==> config.mk <==
export PLATFORM = sky130hd
export DESIGN_NAME = pattern_lock_detector
export DESIGN_NICKNAME = d
export VERILOG_FILES = /design/src/rtl/pattern_lock_pkg.sv /design/src/rtl/sat_counter.sv /design/src/rtl/pattern_lock_detector.sv
export SDC_FILE = /design/constraint.sdc
export NUM_CORES = 1
export LEC_CHECK = 0
export CAP_MARGIN = 10
export CORE_UTILIZATION = 25
export CTS_CLUSTER_DIAMETER = 30
export DETAILED_ROUTE_END_ITERATION = 8
export GPL_TIMING_DRIVEN = 0
export SLEW_MARGIN = 20
export SYNTH_ARGS = -nofsm -noshare
export SYNTH_HDL_FRONTEND = slang
export SYNTH_SLANG_ARGS = --single-unit
==> constraint.sdc <==
create_clock -name clk -period 4.6 [get_ports clk]
set_input_delay 0.69 -clock clk [delete_from_list [all_inputs] [get_ports clk]]
set_output_delay 0.69 -clock clk [all_outputs]
set_load 0.01 [all_outputs]
==> src/rtl/pattern_lock_pkg.sv <==
// pattern_lock_pkg
//   Shared definitions for the pattern lock detector: FSM state encoding,
//   default parameter values and a helper that extracts one word from the
//   flat pattern vector (word 0 is the most-significant word).
package pattern_lock_pkg;

  typedef enum logic [1:0] {
    SEARCH = 2'd0,
    TRACK  = 2'd1,
    LOCKED = 2'd2
  } state_e;

  localparam int DEF_DATA_W    = 8;
  localparam int DEF_PAT_WORDS = 4;
  localparam int DEF_CNT_W     = 4;
  localparam int DEF_LOSS_THR  = 4;
  localparam int DEF_ERR_W     = 16;

  // Upper bounds for the generic word extractor; callers zero-extend the
  // pattern to MAX_FLAT_W and truncate the result to their own word width.
  localparam int MAX_FLAT_W = 1024;
  localparam int MAX_DATA_W = 64;

  function automatic logic [MAX_DATA_W-1:0] pattern_word(
    input logic [MAX_FLAT_W-1:0] flat,
    input int unsigned           data_w,
    input int unsigned           pat_words,
    input int unsigned           i
  );
    return MAX_DATA_W'(flat >> ((pat_words - 1 - i) * data_w));
  endfunction

endpackage

==> src/rtl/sat_counter.sv <==
// sat_counter
//   Saturating up-counter with synchronous clear (clear wins over inc).
//   Ports:
//     clk   - clock, rising edge
//     rst   - synchronous active-high reset
//     inc   - increment request
//     clr   - synchronous clear
//     count - current count, holds at all-ones
module sat_counter #(
  parameter int W = 16
) (
  input  logic         clk,
  input  logic         rst,
  input  logic         inc,
  input  logic         clr,
  output logic [W-1:0] count
);

  always_ff @(posedge clk) begin
    if (rst) begin
      count <= '0;
    end else if (clr) begin
      count <= '0;
    end else if (inc && (count != '1)) begin
      count <= count + W'(1);
    end
  end

endmodule

==> src/rtl/pattern_lock_detector.sv <==
// pattern_lock_detector
//   Checks a word stream against a programmable PAT_WORDS-word pattern and
//   declares lock after n back-to-back repetitions (n = 0 behaves as 1).
//   While locked, counts mismatched words and drops lock after LOSS_THR
//   consecutive mismatches.
//   Ports:
//     clk, rst          - clock (rising edge), synchronous active-high reset
//     pattern           - flat pattern, word 0 in the MSBs, expected first
//     n                 - required consecutive repetitions
//     in_valid/prbs_out - stream word qualifier and data
//     err_clr           - synchronous clear of err_count
//     pattern_detected  - high while locked
//     locked_pulse      - one cycle on lock entry
//     loss_pulse        - one cycle on lock exit
//     err_count         - saturating mismatch count while locked
//   Build option: define PATTERN_LOCK_ERRCNT_EN to build the error counter;
//   otherwise err_count is tied to 0 and err_clr is ignored.
module pattern_lock_detector
  import pattern_lock_pkg::*;
#(
  parameter int DATA_W    = DEF_DATA_W,
  parameter int PAT_WORDS = DEF_PAT_WORDS,
  parameter int CNT_W     = DEF_CNT_W,
  parameter int LOSS_THR  = DEF_LOSS_THR,
  parameter int ERR_W     = DEF_ERR_W
) (
  input  logic                          clk,
  input  logic                          rst,
  input  logic [DATA_W*PAT_WORDS-1:0]   pattern,
  input  logic [CNT_W-1:0]              n,
  input  logic                          in_valid,
  input  logic [DATA_W-1:0]             prbs_out,
  input  logic                          err_clr,
  output logic                          pattern_detected,
  output logic                          locked_pulse,
  output logic                          loss_pulse,
  output logic [ERR_W-1:0]              err_count
);

  localparam int IDX_W  = (PAT_WORDS > 1) ? $clog2(PAT_WORDS) : 1;
  localparam int MISS_W = $clog2(LOSS_THR + 1);
  localparam logic [IDX_W-1:0]  IDX_LAST = IDX_W'(PAT_WORDS - 1);
  localparam logic [MISS_W-1:0] MISS_THR = MISS_W'(LOSS_THR);

  state_e              state_q;
  logic [IDX_W-1:0]    idx_q;
  logic [CNT_W-1:0]    rep_q;
  logic [MISS_W-1:0]   miss_q;
  logic                detected_q;
  logic                locked_pulse_q;
  logic                loss_pulse_q;

  logic [MAX_FLAT_W-1:0] pattern_ext;
  logic [DATA_W-1:0]     word_exp;
  logic [DATA_W-1:0]     word_first;
  logic                  match_cur;
  logic                  match_first;
  logic [CNT_W-1:0]      n_eff;
  logic [IDX_W-1:0]      idx_d;
  logic [CNT_W-1:0]      rep_d;
  logic [MISS_W-1:0]     miss_d;
  logic                  err_inc;

  assign pattern_ext = MAX_FLAT_W'(pattern);
  assign word_exp    = DATA_W'(pattern_word(pattern_ext, DATA_W, PAT_WORDS, 32'(idx_q)));
  assign word_first  = DATA_W'(pattern_word(pattern_ext, DATA_W, PAT_WORDS, 32'd0));
  assign match_cur   = (prbs_out == word_exp);
  assign match_first = (prbs_out == word_first);

  assign n_eff  = (n == '0) ? CNT_W'(1) : n;
  assign idx_d  = (idx_q == IDX_LAST) ? '0 : idx_q + IDX_W'(1);
  assign rep_d  = rep_q + CNT_W'(1);
  assign miss_d = miss_q + MISS_W'(1);

  assign err_inc = in_valid && (state_q == LOCKED) && !match_cur;

  always_ff @(posedge clk) begin
    if (rst) begin
      state_q        <= SEARCH;
      idx_q          <= '0;
      rep_q          <= '0;
      miss_q         <= '0;
      detected_q     <= 1'b0;
      locked_pulse_q <= 1'b0;
      loss_pulse_q   <= 1'b0;
    end else begin
      locked_pulse_q <= 1'b0;
      loss_pulse_q   <= 1'b0;
      if (in_valid) begin
        case (state_q)
          SEARCH: begin
            if (match_first) begin
              state_q <= TRACK;
              idx_q   <= IDX_W'(1);
              rep_q   <= '0;
            end
          end
          TRACK: begin
            if (match_cur) begin
              idx_q <= idx_d;
              if (idx_q == IDX_LAST) begin
                rep_q <= rep_d;
                if (rep_d == n_eff) begin
                  state_q        <= LOCKED;
                  miss_q         <= '0;
                  detected_q     <= 1'b1;
                  locked_pulse_q <= 1'b1;
                end
              end
            end else begin
              // A broken run may itself be the start of a new one.
              rep_q <= '0;
              if (match_first) begin
                idx_q <= IDX_W'(1);
              end else begin
                state_q <= SEARCH;
                idx_q   <= '0;
              end
            end
          end
          LOCKED: begin
            // Position free-runs; mismatches never resynchronise it.
            idx_q <= idx_d;
            if (match_cur) begin
              miss_q <= '0;
            end else if (miss_d == MISS_THR) begin
              state_q      <= SEARCH;
              idx_q        <= '0;
              rep_q        <= '0;
              miss_q       <= '0;
              detected_q   <= 1'b0;
              loss_pulse_q <= 1'b1;
            end else begin
              miss_q <= miss_d;
            end
          end
          default: begin
            state_q <= SEARCH;
            idx_q   <= '0;
            rep_q   <= '0;
            miss_q  <= '0;
          end
        endcase
      end
    end
  end

  assign pattern_detected = detected_q;
  assign locked_pulse     = locked_pulse_q;
  assign loss_pulse       = loss_pulse_q;

`ifdef PATTERN_LOCK_ERRCNT_EN
  sat_counter #(
    .W(ERR_W)
  ) u_err_cnt (
    .clk  (clk),
    .rst  (rst),
    .inc  (err_inc),
    .clr  (err_clr),
    .count(err_count)
  );
`else
  logic unused_err;
  assign unused_err = err_clr ^ err_inc;
  assign err_count  = '0;
`endif

endmodule
# --- Yosys cells after proc, flatten, opt, wreduce, memory -nomap -nowiden ---
# Index checks and enable logic that the tools add are counted.
word_totals:
  in_bits: 48
  elab_cells: 79
  reg_bits: 14
op_classes:
  shift: 1
  n_mux: 35
  n_eq_ne: 16
  n_addsub: 4
  reduce_logical: 10
  bitwise: 6
op_table:
  columns: ["operator", "count"]
  rows:
  - ["$shr A32 B32 Y8", 1]
  - ["$mux W4", 6]
  - ["$mux W2", 11]
  - ["$eq A8 B8 Y1", 2]
  - ["$mux W3", 5]
  - ["$reduce_and A7 Y1", 2]
  - ["$pmux W2 S3", 2]
  - ["$pmux W4 S3", 1]
  - ["$ne A2 B2 Y1 const B", 5]
  - ["$reduce_and A5 Y1", 2]
  - ["$ne A3 B3 Y1 const B", 3]
  - ["$pmux W3 S3", 1]
  - ["$mux W1", 8]
  - ["$not A1 Y1", 6]
  - ["$reduce_or A5 Y1", 1]
  - ["$add A4 B1 Y4 const B", 1]
  - ["$eq A2 B2 Y1 const B", 2]
  - ["$eq A4 B4 Y1", 1]
  - ["$logic_not A4 Y1", 1]
  - ["$reduce_or A4 Y1", 1]
  - ["$add A3 B1 Y3 const B", 1]
  - ["$eq A3 B3 Y1 const B", 1]
  - ["$sub A2 B2 Y3 const A", 1]
  - ["$add A2 B1 Y2 const B", 1]
  - ["6 further kinds", 6]

# --- Logic depth before layout (Yosys ltp) ---
# Gate-level depths: netlist of the first run.
depth:
  ltp_word: 7
  depth_mapped: 9
  depth_no_buf: 8

# --- Least setup slack after synthesis of the first run ---
# No wires, ideal clock.
synth_timing:
  path_kind: "input -> register"
  start: "in pattern[5]"
  end: "reg rep_q[2]"
  t_required_ps: 4483
  arrival_ps: 2470
  stages: 8
  path_slack_ps: 2012
  path_buffers: 1
  setup_ps: 117
  cell_sequence: "mux4_2 xnor2_1 nand4_2 o21ai_1 a221o_1 buf_4 o21bai_1 a32o_1"
synth_via:
  elab_chain_len: 4
  word_cells_on_any_way: 7
  cone_classes: "3 x eq/ne; 1 x shift; 2 x mux; 1 x reduce/logical"
synth_lines:
  columns: ["element", "line_no", "rtl"]
  rows:
  - ["start: declaration", "pattern_lock_detector.sv:29", "input logic [DATA_W*PAT_WORDS-1:0] pattern,"]
  - ["$shr A32 B32 Y8 (*)", "pattern_lock_pkg.sv:30", "return MAX_DATA_W'(flat >> ((pat_words - 1 - i) * data_w));"]
  - ["$eq A8 B8 Y1 (*)", "pattern_lock_detector.sv:67", "assign match_cur = (prbs_out == word_exp);"]
  - ["$ne A3 B3 Y1 (no line) (tied with other cells)", null, null]
  - ["$reduce_and A5 Y1 (no line) or $pmux W4 S3 (tied branches)", null, null]
  - ["end signal: assignment", "pattern_lock_detector.sv:102", "rep_q <= rep_d;"]
  - ["end: declaration", "pattern_lock_detector.sv:47", "logic [CNT_W-1:0] rep_q;"]
# Mark *: on every way between the ends. The rest lies on a longest branch, timed or not.
# A chain may end at the register's enable or synchronous reset.

# --- Worst setup path in the final report of the first run ---
layout_timing:
  start: "in pattern[28]"
  end: "reg rep_q[2]"
layout_via:
  elab_chain_len: 4
  word_cells_on_any_way: 9
  cone_classes: "5 x eq/ne; 1 x shift; 2 x mux; 1 x reduce/logical"
layout_lines:
  columns: ["element", "line_no"]
  rows:
  - ["$shr A32 B32 Y8", "pattern_lock_pkg.sv:30"]
  - ["$eq A8 B8 Y1", "pattern_lock_detector.sv:67"]
  - ["$ne A3 B3 Y1 (no line) (tied with other cells)", null]
  - ["$reduce_and A5 Y1 (no line) or $pmux W4 S3 (tied branches)", null]
# Parallel ways exist; a longest one is shown, timed or not.

==> flow_metrics.env, run 1 <==
export IMPL_status="complete, no violations"
export IMPL_totalWireLength_um=3400
export IMPL_hold_path_class="reg -> reg"
export IMPL_most_common_library_cell_in_the_layout_ignoring_fill_and_taps="sky130_fd_sc_hd__clkdlybuf4s50_1"
export IMPL_vias_per_cell=4.58
export IMPL_cts_made_buffers=3
export IMPL_layout_cells_most_common_list="sky130_fd_sc_hd__clkdlybuf4s50_1 (49), sky130_fd_sc_hd__xnor2_1 (18), sky130_fd_sc_hd__buf_4 (17)"
export IMPL_io_buffers=49
export IMPL_clock_skew_final_ns=0.00683
export IMPL_place_congestion=0.732
export IMPL_synth_largest_area_cell="sky130_fd_sc_hd__dfxtp_1"
export IMPL_routed_via_count=1318
export IMPL_grt_setup_unrepaired="false"
export IMPL_core_region_area_mm2=0.00520
export IMPL_drt_first_pass_iters=4
export IMPL_globalRouteTotalUtil_pct=12.1
export IMPL_wire_per_inst_um=11.8
export IMPL_leakage_power_nw=0.773
export IMPL_syn_avg_cell_area_um2=9.14
export IMPL_finalSetupViolCount=0
export IMPL_synth_sequential_area_ratio_pct=20.3
export IMPL_period_share_pct=64.6
export IMPL_drc=0
export IMPL_clock_tree_root_cell="sky130_fd_sc_hd__clkbuf_8"
export IMPL_detail_route_iter0_violations=25
export IMPL_ys_seq_elements=14
export IMPL_worst_skew_pair_late_latency_ns=0.25
export IMPL_htree_num_levels=1
export IMPL_hold_buffers=0
export IMPL_syn_area_mm2=0.00138
export IMPL_fp_dieH_um=76.3
export IMPL_worstPathMaxFanout=10
export IMPL_synth_flop_cell="sky130_fd_sc_hd__dfxtp_1"
export IMPL_worst_ir_drop_vdd_uv=72.1
export IMPL_reg2reg_slack_ns=1.96
export IMPL_synthDominantCellAreaShare_pct=20.3
export IMPL_fin_tns_setup_ns=0
export IMPL_synth_cell_types=49
export IMPL_post_synth_inst_count=151
export IMPL_io_count=67
export IMPL_synth_warning_count=0
export IMPL_cp_arrival_ns=3.11
export IMPL_post_synth_main_area_contributors="sky130_fd_sc_hd__dfxtp_1 (20%), sky130_fd_sc_hd__mux4_2 (13%), sky130_fd_sc_hd__xnor2_1 (11%)"
export IMPL_timing_critical_path_from_type="input pin"
export IMPL_wire_length_of_the_first_global_routing_pass_um=5710
export IMPL_clk_buf_depth=2
export IMPL_cts_resized=0
export IMPL_maxCapViolCount=0
export IMPL_timing_setup_critical_path_class="in -> reg"
export IMPL_clk_pin_slew_worst_paths_ns=0.06
export IMPL_tritoncts="yes"
export IMPL_overflow=0
export IMPL_ys_async_sr_fraction_pct=0
export IMPL_post_cts_setup_buffer_count=0
export IMPL_area_growth_syn_to_layout_pct=49.0
export IMPL_tritoncts_num_sinks=14
export IMPL_initial_utilization_pct=26.5
export IMPL_ant_nets=0
export IMPL_post_route_min_period_ns=2.97
export IMPL_synth_edf_count=0
export IMPL_grt_pass1_vias=1241
export IMPL_floorplan_rows=26
export IMPL_num_nets_final=272
export IMPL_antenna_found_initial=0
export IMPL_fmax_ghz=0.337
export IMPL_maxSlewViolCount=0
export IMPL_antenna_cells_inserted=0
export IMPL_timing_critical_path_required_ns=4.74
export IMPL_worst_setup_path_end_kind="flop"
export IMPL_finalHoldViolCount=0
export IMPL_final_util_pct=39.5
export IMPL_design_die_area_mm2=0.00582
export IMPL_die_w_um=76.3
export IMPL_post_route_cells_drive_above_1_share_pct=17.0
export IMPL_dp_hpwl_um=2690
export IMPL_power_density_mw_per_mm2=155
export IMPL_grt_max_degree=11
[registers in the layout, summed over array words and instances (netlist names)]
signal	count
idx_q	2
miss_q	3
rep_q	4
state_q	2
pattern_detected	1
locked_pulse	1
loss_pulse	1
[stage by stage]
step                power, mW  hold slack [ns]  cells  instance area [um2]  setup WS [ns]
finish                  0.318            0.484    288                 2060           1.63
CTS                     0.322            0.484    288                 2060           1.61
global route            0.334            0.505    288                 2060           1.44
detailed placement      0.220            0.476    285                 2010           1.35
global placement        0.220            0.463    285                 2010           1.34
floorplan               0.172            0.449    166                 1440           2.01
[area by class of cell]
class / count / area, um2
Timing Repair Buffer: 49 / 490
Inverter: 7 / 26.3
Multi-Input combinational cell: 124 / 978
Sequential cell: 14 / 280
Clock buffer: 3 / 41.3
Fill cell: 525 / 3150
Buffer: 21 / 151
Tap cell: 70 / 87.6
[report_power, final]
| part | total, mW | internal [mW] | leakage, nW | switching [mW] |
|---|---|---|---|---|
| Combinational | 0.0964 | 0.0618 | 0.638 | 0.0346 |
| Clock | 0.0999 | 0.0579 | 0.0216 | 0.0420 |
| Sequential | 0.122 | 0.121 | 0.113 | 0.000230 |
[cells by family after synthesis]
family,Yosys count,synth area share [%]
AO/OA/AOI/OAI,28,14.1
XOR/XNOR,21,14.4
adder cells (fa/ha/maj),4,3.63
buffers and inverters,28,12.9
flip-flops,14,20.3
multiplexers,9,13.8
other,1,0.272
AND/OR/NAND/NOR,46,20.7
[synthesized netlist by cell type, drive strengths merged (2+ instances only)]
cell	number
a211oi	2
a21oi	6
and2	2
buf	18
clkbuf	3
dfxtp	14
ha	4
inv	7
mux4	8
nand2	10
nand3	6
nand4	5
nor2	8
nor3	3
nor4	2
o21ai	6
o31ai	2
or3	3
or4	2
xnor2	18
xor2	2
[path summary, 6_finish.rpt]
kind / from / end / depth (start not counted)
min: miss_q[1] / miss_q[1] / 2
min reg2reg: miss_q[1] / miss_q[1] / 2
max reg2reg: idx_q[0] / rep_q[2] / 9
max: pattern[28] / rep_q[2] / 9
[worst max-delay path: stages]
cell	delay (ns)
sky130_fd_sc_hd__clkdlybuf4s50_1	0.44
sky130_fd_sc_hd__mux4_2	0.48
sky130_fd_sc_hd__xnor2_1	0.19
sky130_fd_sc_hd__nand4_2	0.26
sky130_fd_sc_hd__nor4_4	0.38
sky130_fd_sc_hd__a221o_1	0.25
sky130_fd_sc_hd__buf_4	0.17
sky130_fd_sc_hd__nor2_1	0.04
sky130_fd_sc_hd__a32o_1	0.20
[layer usage]
layer / wire, um / vias to the layer above / part of all wire, % / track usage [%]
li1: - / 659 / - / -
met1: 1640 / 602 / 48 / 16.3
met2: 1430 / 52 / 42 / 18.6
met3: 280 / 5 / 8.2 / 2.75
met4: 49 / 0 / 1.4 / 4.62
met5: 0 / - / 0 / 0
Note: power is estimated with default switching activity, not from simulation.
==> run 2: changes to the inputs <==
- clock period: 4.6 -> 2.7 ns (I/O delays scaled with it)
==> flow_metrics.env, run 2 (same netlist as run 1, synthesis figures left out) <==
export IMPL_critical_path_s_slowest_cell="sky130_fd_sc_hd__mux4_2"
export IMPL_largest_reg_flops=4
export IMPL_maxSlewViolCount=0
export IMPL_cp_arrival_ns=2.76
export IMPL_antenna_cells_inserted=0
export IMPL_globalRouteTotalUtil_pct=12.1
export IMPL_detailedPlace_worstSlack_ns=-0.262
export IMPL_period_share_pct=95.7
export IMPL_worst_path_dominant_cell_family="buffers and inverters"
export IMPL_totalWireLength_um=3460
export IMPL_slew_hr_pct=66.7
export IMPL_timing_critical_path_required_ns=2.87
export IMPL_drt_first_pass_iters=4
export IMPL_tritoncts_num_sinks=14
export IMPL_status="complete, no violations"
export IMPL_hold_buffers=0
export IMPL_top_register="rep_q"
export IMPL_detail_route_iter0_violations=29
export IMPL_timing_setup_critical_path_class="in -> reg"
export IMPL_dp_hpwl_um=2690
export IMPL_fp_dieH_um=76.3
export IMPL_worstPathMaxFanout=10
export IMPL_setup_worst_path_start="pattern[31]"
export IMPL_grt_util_met1_pct=16.3
export IMPL_initial_utilization_pct=26.5
export IMPL_antenna_found_initial=0
export IMPL_worst_flop_to_flop_path_startpoint="idx_q[0]"
export IMPL_worst_ir_drop_vdd_uv=123
export IMPL_clock_tree_root_cell="sky130_fd_sc_hd__clkbuf_8"
export IMPL_post_route_min_period_ns=2.58
export IMPL_die_w_um=76.3
export IMPL_core_region_area_mm2=0.00520
export IMPL_io_buffers=49
export IMPL_worst_pin_slew_ns=0.500
export IMPL_post_place_cells=285
export IMPL_post_route_cells_drive_above_1_share_pct=20.9
export IMPL_grt_pass1_vias=1242
export IMPL_setup_slack_ns=0.116
export IMPL_vias_per_cell=4.51
export IMPL_grt_util_met3_pct=2.75
export IMPL_worst_skew_pair_late_latency_ns=0.25
export IMPL_biggestRegsByFlops="rep_q x4, miss_q x3"
export IMPL_worst_setup_path_end_kind="flop"
export IMPL_maxCapViolCount=0
export IMPL_io_count=67
export IMPL_wire_per_inst_um=11.9
export IMPL_total_of_fill_cells_in_the_finished_design=510
export IMPL_cpPeakStageDelay_ns=0.50
export IMPL_overflow=0
export IMPL_power_density_mw_per_mm2=260
export IMPL_num_nets_final=274
export IMPL_drc=0
export IMPL_hold_start="miss_q[1]"
export IMPL_clock_skew_final_ns=0.00661
export IMPL_fin_cells=290
export IMPL_design_die_area_mm2=0.00582
export IMPL_cts_made_buffers=3
export IMPL_wire_length_of_the_first_global_routing_pass_um=5710
export IMPL_ant_nets=0
export IMPL_fmax_ghz=0.387
export IMPL_most_common_library_cell_in_the_layout_ignoring_fill_and_taps="sky130_fd_sc_hd__clkdlybuf4s50_1"
export IMPL_grt_max_degree=11
export IMPL_hold_slack_ns=0.484
export IMPL_tritoncts="yes"
export IMPL_timing_critical_path_buf_inv=2
export IMPL_hold_path_class="reg -> reg"
export IMPL_routed_via_count=1309
export IMPL_floorplan_rows=26
export IMPL_clk_pin_slew_worst_paths_ns=0.06
export IMPL_area_growth_syn_to_layout_pct=54.5
export IMPL_grt_met2_usage_pct=18.6
export IMPL_place_congestion=0.732
export IMPL_finalHoldViolCount=0
export IMPL_layout_cells_most_common_list="sky130_fd_sc_hd__clkdlybuf4s50_1 (49), sky130_fd_sc_hd__buf_4 (19), sky130_fd_sc_hd__conb_1 (16)"
export IMPL_timing_critical_path_from_type="input pin"
export IMPL_grt_busiest_layer="met2"
export IMPL_finalSetupViolCount=0
export IMPL_clk_buf_depth=2
export IMPL_htree_num_levels=1
export IMPL_fin_tns_setup_ns=0
export IMPL_final_util_pct=41.0
export IMPL_leakage_power_nw=0.817
export IMPL_timing_critical_path_cells="clkdlybuf4s50_1 > mux4_2 > xnor2_2 > nand4_4 > o21ai_2 > a221o_1 > buf_4 > or3_1 > a21oi_1"
==> run 2: cell types whose count changed in the layout (fill, tap and decap cells not counted), sizes merged <==
cell  before  now
buf       18   20
==> run 2: final cells by class <==
| class | count | area [um2] | share of cell area [%] |
|---|---|---|---|
| plain buffers | 21 | 155 | 7.28 |
| flip-flops and latches | 14 | 280 | 13.1 |
| well taps | 70 | 87.6 | 4.11 |
| multi-input cells | 124 | 1040 | 48.6 |
| inverters | 7 | 26.3 | 1.23 |
| clock buffers | 3 | 41.3 | 1.94 |
| repair buffers | 51 | 505 | 23.7 |
==> run 2: path summary, 6_finish.rpt <==
kind                                  end  slack [ns]  depth (start not counted)
worst min register to register  miss_q[1]        0.48                          2
worst max-delay path             rep_q[0]        0.12                          9
worst min-delay path            miss_q[1]        0.48                          2
worst max register to register   rep_q[0]        0.15                          9
==> run 2: tightest hold or removal path, cell delays in order (launching register included) <==
cell,delay [ns]
sky130_fd_sc_hd__dfxtp_1,0.32
sky130_fd_sc_hd__nand2_1,0.06
sky130_fd_sc_hd__mux2i_1,0.05
==> run 2: layer usage <==
metal,share of wire [%],vias to the layer above
li1,-,661
met1,50,595
met2,42,48
met3,6.4,5
met4,1.4,0
met5,0,-
==> run 2: per-stage QoR <==
stage | cell area (um2) | power [mW]
after global placement | 2010 | 0.375
after CTS | 2060 | 0.549
after global routing | 2130 | 0.583
after floorplan | 1440 | 0.293
final | 2130 | 0.554
after detailed placement | 2010 | 0.375
==> run 2: what timing repair did <==
item	4_1_cts	5_1_grt
resized for setup	0	9
gates cloned	0	0
buffers inserted	0	2
pin swaps	1	3
endpoints found under the setup margin	1	6
==> run 2: report_power, final <==
group	switching [mW]	internal [mW]	leakage [nW]
Combinational	0.0653	0.112	0.683
Sequential	0.000422	0.207	0.113
Clock	0.0712	0.0986	0.0216
Total	0.137	0.417	0.817
==> run 3: changes to the inputs <==
- CORE_MARGIN: not set -> 2
==> flow_metrics.env, run 3 (same netlist as run 1, synthesis figures left out) <==
export IMPL_timing_critical_path_from_type="input pin"
export IMPL_clk_buf_depth=2
export IMPL_regArea_um2=280
export IMPL_timing_critical_path_required_ns=2.84
export IMPL_wire_length_of_the_first_global_routing_pass_um=5270
export IMPL_largest_reg_flops=4
export IMPL_placement_cell_area_mm2=0.00202
export IMPL_detailedPlace_worstSlack_ns=-0.289
export IMPL_area_growth_syn_to_layout_pct=54.3
export IMPL_overflow=0
export IMPL_worst_pin_slew_ns=0.496
export IMPL_design_die_area_mm2=0.00613
export IMPL_detail_route_iter0_violations=22
export IMPL_layout_cells_most_common_list="sky130_fd_sc_hd__clkdlybuf4s50_1 (49), sky130_fd_sc_hd__buf_4 (20), sky130_fd_sc_hd__conb_1 (16)"
export IMPL_status="complete, no violations"
export IMPL_cts_made_buffers=3
export IMPL_post_route_min_period_ns=2.60
export IMPL_clock_tree_root_cell="sky130_fd_sc_hd__clkbuf_8"
export IMPL_finalSetupViolCount=0
export IMPL_total_area_of_multi_input_combinational_cells_mm2=0.00101
export IMPL_maxCapViolCount=0
export IMPL_worstPathMaxFanout=10
export IMPL_die_w_um=78.3
export IMPL_worst_skew_pair_late_latency_ns=0.24
export IMPL_num_nets_final=275
export IMPL_most_common_library_cell_in_the_layout_ignoring_fill_and_taps="sky130_fd_sc_hd__clkdlybuf4s50_1"
export IMPL_cp_arrival_ns=2.74
export IMPL_power_density_mw_per_mm2=275
export IMPL_globalRouteTotalUtil_pct=10.7
export IMPL_fp_dieH_um=78.3
export IMPL_postLayoutCellArea_mm2=0.00213
export IMPL_routed_via_count=1306
export IMPL_initial_utilization_pct=25.5
export IMPL_timing_setup_critical_path_class="in -> reg"
export IMPL_io_count=67
export IMPL_place_congestion=0.758
export IMPL_fmax_ghz=0.385
export IMPL_total_of_fill_cells_in_the_finished_design=532
export IMPL_rr_worst_depth=9
export IMPL_post_route_cells_drive_above_1_share_pct=20.3
export IMPL_drt_first_pass_iters=4
export IMPL_dp_hpwl_um=2650
export IMPL_worst_setup_path_end_kind="flop"
export IMPL_worst_ir_drop_vdd_uv=352
export IMPL_finalHoldViolCount=0
export IMPL_floorplan_rows=27
export IMPL_wire_per_inst_um=11.4
export IMPL_tritoncts="yes"
export IMPL_ant_nets=0
export IMPL_setup_slack_ns=0.101
export IMPL_maxSlewViolCount=0
export IMPL_totalWireLength_um=3360
export IMPL_biggestRegsByFlops="rep_q x4, miss_q x3"
export IMPL_antenna_found_initial=0
export IMPL_final_util_pct=39.4
export IMPL_vias_per_cell=4.44
export IMPL_clock_skew_final_ns=0.00138
export IMPL_clk_pin_slew_worst_paths_ns=0.06
export IMPL_grt_pass1_vias=1152
export IMPL_core_region_area_mm2=0.00541
export IMPL_hold_path_class="reg -> reg"
export IMPL_tritoncts_num_sinks=14
export IMPL_slew_hr_pct=66.7
export IMPL_whs_path_depth=2
export IMPL_htree_num_levels=1
export IMPL_total_power_uw=585
export IMPL_io_buffers=49
export IMPL_grt_max_degree=11
export IMPL_antenna_cells_inserted=0
export IMPL_period_share_pct=96.2
export IMPL_drc=0
export IMPL_leakage_power_nw=0.812
export IMPL_top_register="rep_q"
[run 3: cell types whose count changed in the layout (fill, tap and decap cells not counted), sizes merged]
cell | before | now
clkbuf | 6 | 7
buf | 20 | 21
[run 3: routing by layer]
layer | vias up | global-route usage [%] | share of wire [%]
met5 | - | 0 | 0
met4 | 0 | 2.63 | 0.77
met3 | 2 | 3.56 | 9.0
met2 | 52 | 16.6 | 43
met1 | 584 | 14.4 | 47
li1 | 668 | - | -
[run 3: worst max-delay path, stage by stage]
cell and delay, ns:
sky130_fd_sc_hd__clkdlybuf4s50_1 0.45, sky130_fd_sc_hd__mux4_2 0.48, sky130_fd_sc_hd__xnor2_1 0.25, sky130_fd_sc_hd__nand4_4 0.22, sky130_fd_sc_hd__nor4_4 0.30, sky130_fd_sc_hd__a221o_1 0.22
sky130_fd_sc_hd__buf_4 0.17, sky130_fd_sc_hd__nor2_1 0.04, sky130_fd_sc_hd__a32o_1 0.20
[run 3: stage by stage]
stage,setup TNS [ns],hold slack [ns],cells
final,0,0.473,294
after global routing,-0.000663,0.506,294
after floorplan,0,0.449,166
after CTS,0,0.480,291
after detailed placement,-1.48,0.471,287
after global placement,-1.49,0.463,287
[run 3: worst paths after layout]
path               start        to  slack [ns]
max reg2reg     idx_q[0]  rep_q[2]        0.14
max          pattern[31]  rep_q[2]        0.10
min reg2reg     rep_q[1]  rep_q[1]        0.47
min             rep_q[1]  rep_q[1]        0.47
[run 3: final cells by class]
class | count | share of cell area, %
multi-input cells | 124 | 47.6
repair buffers | 52 | 24.1
flip-flops and latches | 14 | 13.2
plain buffers | 21 | 7.11
well taps | 72 | 4.23
clock buffers | 4 | 2.59
inverters | 7 | 1.23
[run 3: power breakdown]
group	internal (mW)	total, mW	switching [mW]	leakage [nW]
Combinational	0.109	0.172	0.0634	0.670
Clock	0.129	0.206	0.0766	0.0288
Sequential	0.207	0.207	0.000382	0.113
Total	0.445	0.585	0.140	0.812
[run 3: repair_timing]
action	CTS	global route
hold buffers	0	0
buffers inserted	0	3
pin swaps	1	4
gates resized for setup	0	5
setup endpoints to repair	1	6
endpoints found under the hold margin	0	0
